==> src/rtl/rf_wb_arbiter.sv <==
// Writeback arbiter and pending-write scoreboard for the 32x32 integer RF.
// Define RF_WB_RR_EN for round-robin arbitration; the default is fixed priority (index 0 wins).
module rf_wb_arbiter #(
  parameter int NREQ = 2,
  parameter int XLEN = 32
) (
  input  logic                 clk,
  input  logic                 rst,
  input  logic [NREQ-1:0]      req_valid,
  output logic [NREQ-1:0]      req_ready,
  input  logic [5*NREQ-1:0]    req_rd,
  input  logic [XLEN*NREQ-1:0] req_data,
  input  logic                 iss_valid,
  input  logic [4:0]           iss_rd,
  input  logic [4:0]           q_rs1,
  input  logic [4:0]           q_rs2,
  output logic                 q_busy1,
  output logic                 q_busy2,
  output logic                 rf_wr,
  output logic [4:0]           rf_rd,
  output logic [XLEN-1:0]      rf_wrdata
);

  localparam int IW = (NREQ > 1) ? $clog2(NREQ) : 1;

  typedef struct packed {
    logic [4:0]      rd;
    logic [XLEN-1:0] data;
  } wb_req_t;

  logic          gnt_vld;
  logic [IW-1:0] gnt_idx;
  wb_req_t       gnt;
  logic [31:0]   busy;

`ifdef RF_WB_RR_EN
  logic [IW-1:0] rr;

  always_comb begin
    int idx;
    idx     = 0;
    gnt_vld = 1'b0;
    gnt_idx = '0;
    for (int k = 0; k < NREQ; k++) begin
      idx = int'(rr) + k;
      if (idx >= NREQ) idx = idx - NREQ;
      if (!gnt_vld && req_valid[idx]) begin
        gnt_vld = 1'b1;
        gnt_idx = IW'(idx);
      end
    end
  end

  always_ff @(posedge clk or posedge rst) begin
    if (rst)
      rr <= '0;
    else if (gnt_vld)
      rr <= (int'(gnt_idx) == NREQ - 1) ? '0 : gnt_idx + 1'b1;
  end
`else
  // Walk from the top so the lowest valid index is the last one to win.
  always_comb begin
    gnt_vld = 1'b0;
    gnt_idx = '0;
    for (int i = NREQ - 1; i >= 0; i--) begin
      if (req_valid[i]) begin
        gnt_vld = 1'b1;
        gnt_idx = IW'(i);
      end
    end
  end
`endif

  always_comb begin
    req_ready          = '0;
    req_ready[gnt_idx] = gnt_vld;
    gnt.rd             = req_rd[int'(gnt_idx)*5 +: 5];
    gnt.data           = req_data[int'(gnt_idx)*XLEN +: XLEN];
  end

  // rd=0 grants release the requester but never reach the RF.
  always_ff @(posedge clk or posedge rst) begin
    if (rst) begin
      rf_wr     <= 1'b0;
      rf_rd     <= '0;
      rf_wrdata <= '0;
    end else begin
      rf_wr <= gnt_vld && (gnt.rd != 5'd0);
      if (gnt_vld && (gnt.rd != 5'd0)) begin
        rf_rd     <= gnt.rd;
        rf_wrdata <= gnt.data;
      end
    end
  end

  // A new issue to the same register outranks the commit of the older write.
  always_ff @(posedge clk or posedge rst) begin
    if (rst) begin
      busy <= '0;
    end else begin
      for (int r = 1; r < 32; r++) begin
        if (iss_valid && (iss_rd == 5'(r)))
          busy[r] <= 1'b1;
        else if (rf_wr && (rf_rd == 5'(r)))
          busy[r] <= 1'b0;
      end
      busy[0] <= 1'b0;
    end
  end

  assign q_busy1 = busy[q_rs1];
  assign q_busy2 = busy[q_rs2];

endmodule

==> config.mk <==
export PLATFORM = sky130hd
export DESIGN_NAME = rf_wb_arbiter
export DESIGN_NICKNAME = d
export VERILOG_FILES = /design/src/rtl/rf_wb_arbiter.sv
export SDC_FILE = /design/constraint.sdc
export NUM_CORES = 1
export LEC_CHECK = 0
export CAP_MARGIN = 20
export CELL_PAD_IN_SITES_DETAIL_PLACEMENT = 1
export CELL_PAD_IN_SITES_GLOBAL_PLACEMENT = 2
export CORE_MARGIN = 10
export CORE_UTILIZATION = 29
export DETAILED_ROUTE_END_ITERATION = 8
export GPL_ROUTABILITY_DRIVEN = 1
export PLACE_DENSITY_LB_ADDON = 0.1
export SLEW_MARGIN = 20
export SYNTH_ARGS = -nofsm -noshare
export SYNTH_HDL_FRONTEND = slang
export SYNTH_SLANG_ARGS = --single-unit
==> constraint.sdc <==
create_clock -name clk -period 3.2 [get_ports clk]
set_input_delay 0.32 -clock clk [delete_from_list [all_inputs] [get_ports clk]]
set_output_delay 0.32 -clock clk [all_outputs]
set_load 0.01 [all_outputs]
==> metrics.yaml <==
pwr_density_cell_mw_per_mm2: 604
async_flop_share_pct: 100
final-max-slew-violation-count: 0
ctsRootBufferMaster: "clkbuf_16"
r2r_slack_ns: 1.71
core.rowCount: 42
p_leak_nw: 2.45
fin_hold_ws_ns: 0.424
grt_first_pass_wirelength_um: 21900
hold_viol_final: 0
drc: 0
cap_viol_max_count: 0
synth-seq-area-share_pct: 44.9
cts_sinks: 69
pre_cts_ws_ns: 0.443
yosysMostFrequentCell: "nand2_1"
cp_max_fo: 7
first_iter_violations: 178
gp_congestion: 0.854
grt_usage_pct: 15.2
core_area_mm2: 0.0131
synth-edff-count: 0
fin_crit_ns: 2.73
cts_buffer_depth: 2
totalWireLength_um: 13600
die_x_um: 135
skew_ns: 0.00518
synth_flop_cell: "dfrtp_1"
setup_violations: 0
initial_core_util_pct: 29.3
cp_top_family: "buffers and inverters"
crit_top_cell: "clkdlybuf4s50_1"
hpwl_um: 10800
htreeDepth: 3
antenna_found_initial: 0
io_pins: 136
finalSetupTns_ns: 0
multi_input_area_mm2: 0.00202
max_freq_mhz: 367
antenna_left: 0
clk_pin_slew_ns: 0.06
syn_avg_cell_area_um2: 9.46
yosys_warnings: 0
finalCritPeriodShare_pct: 85.2
grt_max_degree: 40
dieHeight_um: 135
end_kind: "output pin"
ctsHoldBuffers: 0
crit_path_max_incr_delay_ns: 0.66
fill_cells: 1506
synth.area.top_cells: "dfrtp_1 45%, nand2_1 11%, o21ai_0 8.2%"
dp_cells: 704
post-route-util_pct: 43.7
register_area_mm2: 0.00173
finalNetCount: 633
worst_pin_slew_ns: 0.708
area_delta_synth_final_pct: 49.3
post-synth-top-area-cell: "dfrtp_1"
avgViaCountPerCell: 4.90
status: "finished, final reports clean"
crit_type: "in2out"
port_buffers: 135
syn_nets: 501
synth_cells: 407
drive_above_1_share_pct: 12.5
syn_area_mm2: 0.00385
synth_top_area_share_pct: 44.9
ir_drop_v: 0.000200
rsz0062_at_grt: "no"
cp_num_buf_inv: 2
grt.overflow.total: 0
synth-seq-cells: 69
synth.distinct_cells: 26
clk_latency_ns: 0.33
cp.arrival_ns: 2.41
diodes: 0
dieArea_mm2: 0.0183
layout.cells.non_filler: 720
setup_ws_ns: 0.474
wl_per_cell_um: 18.9
hold_class: "in2async"
cts_setup_buffers: 0
cp_cell_sequence: "clkdlybuf4s50_1 -> mux4_2 -> nand2b_1 -> o2111ai_1 -> nand4_1 -> clkdlybuf4s50_1"
ctsResizeCount: 0
grt_pass1_vias: 3937
synthTopCellsByCount: "115 x nand2_1, 69 x dfrtp_1, 63 x o21ai_0"
cts_tree: "yes"
slowest_stage: "clkdlybuf4s50_1"
drt-pass1-iter-count: 4
startpoint_type: "input port"
maxSlewHeadroom_pct: 52.7
vias: 3529
numCtsBuffers: 9
required_ns: 2.88
==> state kept, by name (all words and copies together), names as in the netlist <==
name / flops
rf_rd: 5
rf_wrdata: 32
rf_wr: 1
busy: 31
==> final cells by class <==
type	count	area share (%)
Clock buffer	11	4.22
Clock inverter	5	1.87
Inverter	5	0.327
Multi-Input combinational cell	314	35.1
Sequential cell	69	30.1
Tap cell	176	3.83
Timing Repair Buffer	140	24.6
==> final timing paths <==
| path | end | cells past startpoint | startpoint |
|---|---|---|---|
| max | q_busy1 | 6 | q_rs1[0] |
| max reg2reg | busy[8]$_DFFE_PP0P_ | 4 | rf_rd[0]$_DFFE_PP0P_ |
| min in group clk | rf_wrdata[22]$_DFFE_PP0P_ | 1 | rf_wrdata[22]$_DFFE_PP0P_ |
| min reg2reg | rf_wrdata[22]$_DFFE_PP0P_ | 1 | rf_wrdata[22]$_DFFE_PP0P_ |
| max in group asynchronous | busy[23]$_DFFE_PP0P_ | 3 | rst |
| min | rf_wrdata[18]$_DFFE_PP0P_ | 2 | rst |
==> layout by cell type, fill, tap and decap left out, types with 5 or more instances in the layout <==
cell type        instances
mux2_2                  16
a22oi_1                  5
clkbuf_16                9
nand3_1                 13
o21ai_0                 63
nor2_1                   6
clkdlybuf4s50_1        135
mux4_2                   6
nand2b_1                17
nand2_1                115
mux2_4                  20
nor2b_1                  6
mux2i_1                 18
dfrtp_1                 69
a21oi_1                  6
==> where the power goes <==
group | switching (W) | internal [W] | total, W
logic | 0.000394 | 0.000531 | 0.000925
registers | 0.000261 | 0.00112 | 0.00138
clock network | 0.000384 | 0.000785 | 0.00117
==> cells by family (layout without fill, tap and decap cells) <==
kind of cell	after synthesis	after routing	synth area share (%)
muxes	60	60	20.7
DFF	69	69	44.9
buffers and inverters	24	161	3.06
AOI/OAI and AO/OA	83	83	11.6
and+or+nand+nor	171	171	19.8
==> layer usage <==
layer / up-vias / share of wire [%] / track usage (%) / wire, µm
li1: 1689 / - / - / -
met1: 1739 / 44 / 18.5 / 6010
met2: 89 / 47 / 24.6 / 6450
met3: 12 / 7.5 / 6.16 / 1020
met4: 0 / 0.98 / 3.71 / 133
met5: - / 0 / 0 / 0
==> stage by stage <==
stage	cell area (µm²)	total power, W
finish	5750	0.00347
global route	5750	0.00368
CTS	5750	0.00352
detailed placement	5400	0.00233
global placement	5400	0.00232
floorplan	3850	0.00179
(Power assumes the default switching activity.)
